`src/rtl/counter_b4_ctrl_if.sv`:
```
// Command handshake between the host/stimulus logic and counter_b4_ctrl.
// The host drives a command with cmd_valid; the controller raises cmd_ready only while idle.
interface counter_b4_ctrl_if #(
  parameter int WRAP_W = 4
);
  logic              cmd_valid;
  logic              cmd_ready;
  logic [1:0]        cmd_mode;
  logic [3:0]        cmd_D;
  logic [WRAP_W-1:0] cmd_wraps;
  logic              cmd_abort;

  modport master (
    output cmd_valid, cmd_mode, cmd_D, cmd_wraps, cmd_abort,
    input  cmd_ready
  );

  modport slave (
    input  cmd_valid, cmd_mode, cmd_D, cmd_wraps, cmd_abort,
    output cmd_ready
  );
endinterface

```
`src/rtl/counter_b4_ctrl.sv`:
```
// Command sequencer for the 4-bit mode counter: preload, run for N rco events, report done/errors.
// Optional watchdog enabled by defining COUNTER_B4_CTRL_TIMEOUT_EN.
//
// state    | meaning
// ---------+------------------------------------------------------------
// IDLE     | waiting for a command, cmd_ready=1
// LOAD     | one cycle of parallel load (enable=1, mode=11, D=start)
// LOAD_ACK | waiting for b4_load, then check b4_Q against start value
// RUN      | counter enabled in the requested mode, counting rco pulses
// DONE     | one-cycle completion pulse
module counter_b4_ctrl #(
  parameter int WRAP_W      = 4,
  parameter int TIMEOUT_CYC = 64
) (
  input  logic             b4_clk,
  input  logic             b4_reset,
  counter_b4_ctrl_if.slave cmd,
  input  logic             err_clr,
  input  logic             b4_load,
  input  logic             b4_rco,
  input  logic [3:0]       b4_Q,
  output logic             b4_enable,
  output logic [1:0]       b4_mode,
  output logic [3:0]       b4_D,
  output logic             busy,
  output logic             done,
  output logic             aborted,
  output logic             err_load,
  output logic             err_timeout
);

  typedef enum logic [2:0] {
    S_IDLE,
    S_LOAD,
    S_LOAD_ACK,
    S_RUN,
    S_DONE
  } state_t;

  state_t            state, state_nxt;
  logic [1:0]        mode_q;
  logic [WRAP_W-1:0] wraps_q;
  logic [WRAP_W-1:0] rco_cnt, rco_cnt_nxt, rco_inc;
  logic              capture, abort_hit, load_err_set;

  if (WRAP_W < 1 || TIMEOUT_CYC < 2) begin : g_param_check
    $error("counter_b4_ctrl: WRAP_W must be >= 1 and TIMEOUT_CYC >= 2");
  end

  assign cmd.cmd_ready = (state == S_IDLE);
  assign rco_inc       = rco_cnt + WRAP_W'(1);

`ifdef COUNTER_B4_CTRL_TIMEOUT_EN
  localparam int WD_W = $clog2(TIMEOUT_CYC + 1);

  logic [WD_W-1:0] wd_cnt;
  logic            wd_hit, timeout_set, wd_waiting;

  assign wd_waiting = (state == S_LOAD_ACK) || (state == S_RUN);
  assign wd_hit     = (wd_cnt == WD_W'(TIMEOUT_CYC - 1));

  always_ff @(posedge b4_clk or negedge b4_reset) begin
    if (!b4_reset) begin
      wd_cnt      <= '0;
      err_timeout <= 1'b0;
    end else begin
      if (!wd_waiting || state_nxt != state || (state == S_RUN && b4_rco))
        wd_cnt <= '0;
      else
        wd_cnt <= wd_cnt + WD_W'(1);
      if (timeout_set)
        err_timeout <= 1'b1;
      else if (err_clr)
        err_timeout <= 1'b0;
    end
  end
`else
  assign err_timeout = 1'b0;
`endif

  always_comb begin
    state_nxt    = state;
    rco_cnt_nxt  = rco_cnt;
    capture      = 1'b0;
    abort_hit    = 1'b0;
    load_err_set = 1'b0;
`ifdef COUNTER_B4_CTRL_TIMEOUT_EN
    timeout_set  = 1'b0;
`endif
    case (state)
      S_IDLE: begin
        if (cmd.cmd_valid) begin
          capture   = 1'b1;
          state_nxt = S_LOAD;
        end
      end
      S_LOAD: state_nxt = S_LOAD_ACK;
      S_LOAD_ACK: begin
        if (b4_load) begin
          load_err_set = (b4_Q != b4_D);
          if (mode_q == 2'b11 || wraps_q == '0)
            state_nxt = S_DONE;
          else
            state_nxt = S_RUN;
        end
      end
      S_RUN: begin
        // count is compared after increment so DONE follows the last rco directly
        if (b4_rco) begin
          rco_cnt_nxt = rco_inc;
          if (rco_inc == wraps_q)
            state_nxt = S_DONE;
        end
      end
      S_DONE: begin
        rco_cnt_nxt = '0;
        state_nxt   = S_IDLE;
      end
      default: state_nxt = S_IDLE;
    endcase
`ifdef COUNTER_B4_CTRL_TIMEOUT_EN
    if (wd_waiting && state_nxt == state && !(state == S_RUN && b4_rco) && wd_hit) begin
      timeout_set = 1'b1;
      state_nxt   = S_DONE;
    end
`endif
    // abort cancels the command outright, including any error found this cycle
    if (state != S_IDLE && cmd.cmd_abort) begin
      state_nxt    = S_IDLE;
      rco_cnt_nxt  = '0;
      abort_hit    = 1'b1;
      load_err_set = 1'b0;
`ifdef COUNTER_B4_CTRL_TIMEOUT_EN
      timeout_set  = 1'b0;
`endif
    end
  end

  always_ff @(posedge b4_clk or negedge b4_reset) begin
    if (!b4_reset) begin
      state     <= S_IDLE;
      mode_q    <= 2'b00;
      wraps_q   <= '0;
      rco_cnt   <= '0;
      b4_enable <= 1'b0;
      b4_mode   <= 2'b00;
      b4_D      <= 4'h0;
      busy      <= 1'b0;
      done      <= 1'b0;
      aborted   <= 1'b0;
      err_load  <= 1'b0;
    end else begin
      state   <= state_nxt;
      rco_cnt <= rco_cnt_nxt;
      if (capture) begin
        mode_q  <= cmd.cmd_mode;
        wraps_q <= cmd.cmd_wraps;
        b4_D    <= cmd.cmd_D;
      end
      b4_enable <= (state_nxt == S_LOAD) || (state_nxt == S_RUN);
      if (state_nxt == S_LOAD)
        b4_mode <= 2'b11;
      else if (state_nxt == S_RUN)
        b4_mode <= mode_q;
      busy    <= (state_nxt != S_IDLE);
      done    <= (state_nxt == S_DONE);
      aborted <= abort_hit;
      if (load_err_set)
        err_load <= 1'b1;
      else if (err_clr)
        err_load <= 1'b0;
    end
  end

endmodule

```
`src/flat_wrapper.sv`:
```
// flat-port wrapper written by rule: the top's interface ports become plain ports
module counter_b4_ctrl_flat 
#(
  parameter int WRAP_W      = 4,
  parameter int TIMEOUT_CYC = 64
)
  (b4_clk, b4_reset, err_clr, b4_load, b4_rco, b4_Q, b4_enable, b4_mode, b4_D, busy, done, aborted, err_load, err_timeout, cmd_cmd_valid, cmd_cmd_mode, cmd_cmd_D, cmd_cmd_wraps, cmd_cmd_abort, cmd_cmd_ready);
  counter_b4_ctrl_if #(.WRAP_W(WRAP_W)) cmd_i ();
  input  logic b4_clk;
  input  logic b4_reset;
  input  logic err_clr;
  input  logic b4_load;
  input  logic b4_rco;
  input  logic [3:0] b4_Q;
  output logic b4_enable;
  output logic [1:0] b4_mode;
  output logic [3:0] b4_D;
  output logic busy;
  output logic done;
  output logic aborted;
  output logic err_load;
  output logic err_timeout;
  input wire logic [$bits(cmd_i.cmd_valid)-1:0] cmd_cmd_valid;
  input wire logic [$bits(cmd_i.cmd_mode)-1:0] cmd_cmd_mode;
  input wire logic [$bits(cmd_i.cmd_D)-1:0] cmd_cmd_D;
  input wire logic [$bits(cmd_i.cmd_wraps)-1:0] cmd_cmd_wraps;
  input wire logic [$bits(cmd_i.cmd_abort)-1:0] cmd_cmd_abort;
  output wire logic [$bits(cmd_i.cmd_ready)-1:0] cmd_cmd_ready;
  assign cmd_i.cmd_valid = cmd_cmd_valid;
  assign cmd_i.cmd_mode = cmd_cmd_mode;
  assign cmd_i.cmd_D = cmd_cmd_D;
  assign cmd_i.cmd_wraps = cmd_cmd_wraps;
  assign cmd_i.cmd_abort = cmd_cmd_abort;
  assign cmd_cmd_ready = cmd_i.cmd_ready;
  counter_b4_ctrl #(.WRAP_W(WRAP_W), .TIMEOUT_CYC(TIMEOUT_CYC)) u_core (.b4_clk(b4_clk), .b4_reset(b4_reset), .cmd(cmd_i), .err_clr(err_clr), .b4_load(b4_load), .b4_rco(b4_rco), .b4_Q(b4_Q), .b4_enable(b4_enable), .b4_mode(b4_mode), .b4_D(b4_D), .busy(busy), .done(done), .aborted(aborted), .err_load(err_load), .err_timeout(err_timeout));
endmodule
```
`config.mk`:
```
export PLATFORM = sky130hd
export DESIGN_NAME = counter_b4_ctrl_flat
export DESIGN_NICKNAME = d
export VERILOG_FILES = /design/src/rtl/counter_b4_ctrl_if.sv /design/src/rtl/counter_b4_ctrl.sv /design/src/flat_wrapper.sv
export SDC_FILE = /design/constraint.sdc
export NUM_CORES = 1
export LEC_CHECK = 0
export CORE_MARGIN = 2
export CORE_UTILIZATION = 45
export DETAILED_ROUTE_END_ITERATION = 8
export PLACE_DENSITY_LB_ADDON = 0.05
export SYNTH_ARGS = -nofsm -noshare
export SYNTH_HDL_FRONTEND = slang
export SYNTH_SLANG_ARGS = --single-unit
```
`constraint.sdc`:
```
create_clock -name b4_clk -period 2.1 [get_ports b4_clk]
set_clock_uncertainty 0.1 [all_clocks]
set_input_delay 0.42 -clock b4_clk [delete_from_list [all_inputs] [get_ports b4_clk]]
set_output_delay 0.42 -clock b4_clk [all_outputs]
set_load 0.02 [all_outputs]
```
==> summary.md <==
| Metric | Value |
|---|---|
| Hold crit path type | in -> async |
| Data arrival, critical path | 1.46 ns |
| Critical path type | reg -> out |
| GRT Total Usage | between 10% and 20% |
| Final setup margin | between 0.1 and 0.15 ns |
| Critical-path top delay cell | dfrtp_1 |
| Sequence of cells on the critical path | nor3_1, dlygate4sd2_1 |
| Final RePlAce weighted congestion | 0.8532 |
| Register bit count reported by yosys | 24 |
| Post-layout power | 2.178 mW |
| Post-cts hold buffer count | 0 |
| Area of the core | approximately 0.0025 mm² |
| Gr ovfl total | 0 |
| Worst hold margin | 0.3440 ns |
| Crit Path Max Fanout | 2 |
| R2r setup slk | 0.14 ns |
| Die height | 56.18 µm |
| Full die area | 0.003156 mm² |
| Final Util | 66.02% |
| DIE WIDTH | 56.18 µm |
| Ports | 34 |
| DR iter-0 viols | 36 |
| Pre-CTS setup slack | 0.04953 ns |
| Levels on crit path | 2 |
| Area grow syn2layout | 35.96% |
| Fin. max-slew vios | 0 |
| Post-Syn Instances | 126 |
| Final wirelength | 2597 µm |
| CTS tree | done |
| Clk Latency, worst-skew pair | 0.32 ns |
| Share of layout cells above drive strength 1 | 7.927% |
| Syn Area/Cell | 9.722 µm² |
| Sequential area share after synthesis | just under 50% |
| Async SR Flop Fraction | 100.0% |
| Synth cell types | 35 |
| Status | complete, no violations |
| Avg WL per Cell | 13.39 µm |
| Drc violations | 0 |
| Postcts setup bufs | 0 |
| Placement Cell Area | 0.001605 mm² |
| Num CTS Buffers | 3 |
| Synth warn | 0 |
| Number of synthesized flops with an enable pin | 0 |
| CP Data Required Time | 1.58 ns |
| Slowest Stage Delay on Critical Path | ~0.40 ns |
| Largest net degree at the start of global routing | 25 |
| Post-DR vias/cell | ~5.3 |
| Clk sinks | 24 |
| Vias in the first global route | 1,050 |
| Nets@finish | 187 |
| Clk slew on worst S/H paths | 0.14 ns |
| Global-route wire length before repair | 4650 µm |
| Placed Cells | 190 |
| Cell area after layout | between 0.0015 and 0.002 mm² |
| # resized after CTS | 1 |
| Top Family by Delay on Critical Path | flip-flops |
| DP HPWL | 1963 µm |
| Mapped cell area | 0.001225 mm² |
| Final period util | 94.43% |
| Fin crit period | a little under 2 ns |
| Worst setup EP type | primary output |
| Finish-stage setup viols | 0 |
| Rows | 18 |
| Worst reg2reg endpoint | u_core.b4_mode[1]$_DFFE_PN0P_ |
| CTS Root Cell | clkbuf_4 |
| Worst r2r path cells | 5 |
| Startpoint type of the worst setup path | flip-flop |
| Final Hold Viols | 0 |
| Setup TNS | 0 ns |
| IO buf count | 32 |
| Max-cap violation count | 0 |
| Vias after detailed routing | 1,019 |
| VDD IR max | 0.9367 mV |
| Buffers plus inverters on the worst setup path | 1 |
| Ant. Diodes | 0 |
| Unrepaired setup endpoints after global routing | false |
| Max clock buf depth | 2 |
| Routed Antenna Nets | 0 |
| Highest Clock Rate | 0.5043 GHz |
| Synth Flop Type | dfrtp_1 |
| Leakage power | approximately 0.76 nW |
| First-pass DRT Iterations | 5 |
| Initial antenna violation count | 0 |
| Syn Nets | 148 |
| Origin of the critical flop-to-flop path | u_core.rco_cnt[0]$_DFFE_PN0P_ |
| P per Cell Area | 1308 mW/mm² |
| Initial Util | 48.56% |
| Final cell count without fillers | 194 |
| H-tree depth | 1 |
[metal layers]
metal	vias up	wire length, µm	track usage (%)
met2	27	1281	32.10
met3	4	97	2.326
met4	0	28	6.122
met5	-	0	0
li1	505	-	-
met1	483	1190	23.45
[how the worst max path moves through the flow]
stage                                        from                             to  slack [ns]
global placement                          b4_load  u_core.b4_mode[1]$_DFFE_PN0P_        0.12
global route        u_core.rco_cnt[0]$_DFFE_PN0P_  u_core.b4_mode[1]$_DFFE_PN0P_       0.007
floorplan               u_core.state[1]$_DFF_PN0_     u_core.b4_D[2]$_DFFE_PN0P_        0.28
detailed placement                        b4_load  u_core.b4_mode[1]$_DFFE_PN0P_        0.05
CTS                 u_core.rco_cnt[0]$_DFFE_PN0P_  u_core.b4_mode[1]$_DFFE_PN0P_        0.07
finish                  u_core.state[1]$_DFF_PN0_                  cmd_cmd_ready        0.12
[cell usage in the layout, fill, tap and decap left out, types with 2 or more instances in the layout]
cell	count
a31oi_1	2
or4b_1	2
or3_1	2
dfrtp_1	24
nand2_1	33
clkbuf_4	3
nor2_1	12
a21oi_1	4
a211oi_1	2
clkdlybuf4s50_1	31
inv_1	2
mux2i_1	4
nor3_1	3
xnor2_1	5
buf_4	6
xor2_1	7
and2_1	2
[cell usage after synthesis (2+ instances only)]
library cell	n	area, µm²
a211oi_1	2	15.01
a21oi_1	4	20.02
a31oi_1	2	12.51
and2_1	2	12.51
buf_2	2	10.01
dfrtp_1	24	600.6
inv_1	2	7.510
mux2i_1	4	40.04
nand2_1	33	123.9
nor2_1	12	45.04
nor3_1	3	15.01
or3_1	2	12.51
or4b_1	2	20.02
xnor2_1	5	43.79
xor2_1	7	61.31
[kinds of logic (layout without fill, tap and decap cells)]
logic type      Yosys count  in the layout  synth area share, %
compound gates           13             13                7.456
xor+xnor                 13             13                10.42
fa+ha+maj                 1              1                1.021
mux                       4              4                3.269
buf+inv                   6             44                2.452
other cells               1              1               0.3061
flops                    24             24                49.03
simple gates             64             64                26.05
[power breakdown]
group          total (mW)  switching [mW]  internal, mW
combinational        1.06           0.573         0.490
clock               0.336           0.143         0.193
sequential          0.779           0.146         0.633
[final cells by class]
type,instances,area [µm²]
Clock buffer,3,22.52
Timing Repair Buffer,38,364.1
Fill cell,208,857.1
Inverter,2,7.507
Sequential cell,24,600.6
Multi-Input combinational cell,96,603.1
Tap cell,30,37.54
Clock inverter,1,30.03
[registers in the layout, summed over array words and instances (netlist names)]
signal and count:
u_core.b4_enable 1, u_core.err_load 1, u_core.b4_mode 2, u_core.b4_D 4, u_core.mode_q 2, u_core.busy 1
u_core.aborted 1, u_core.rco_cnt 4, u_core.wraps_q 4, u_core.done 1, u_core.state 3
No activity file was read; power rests on OpenSTA's default activity.
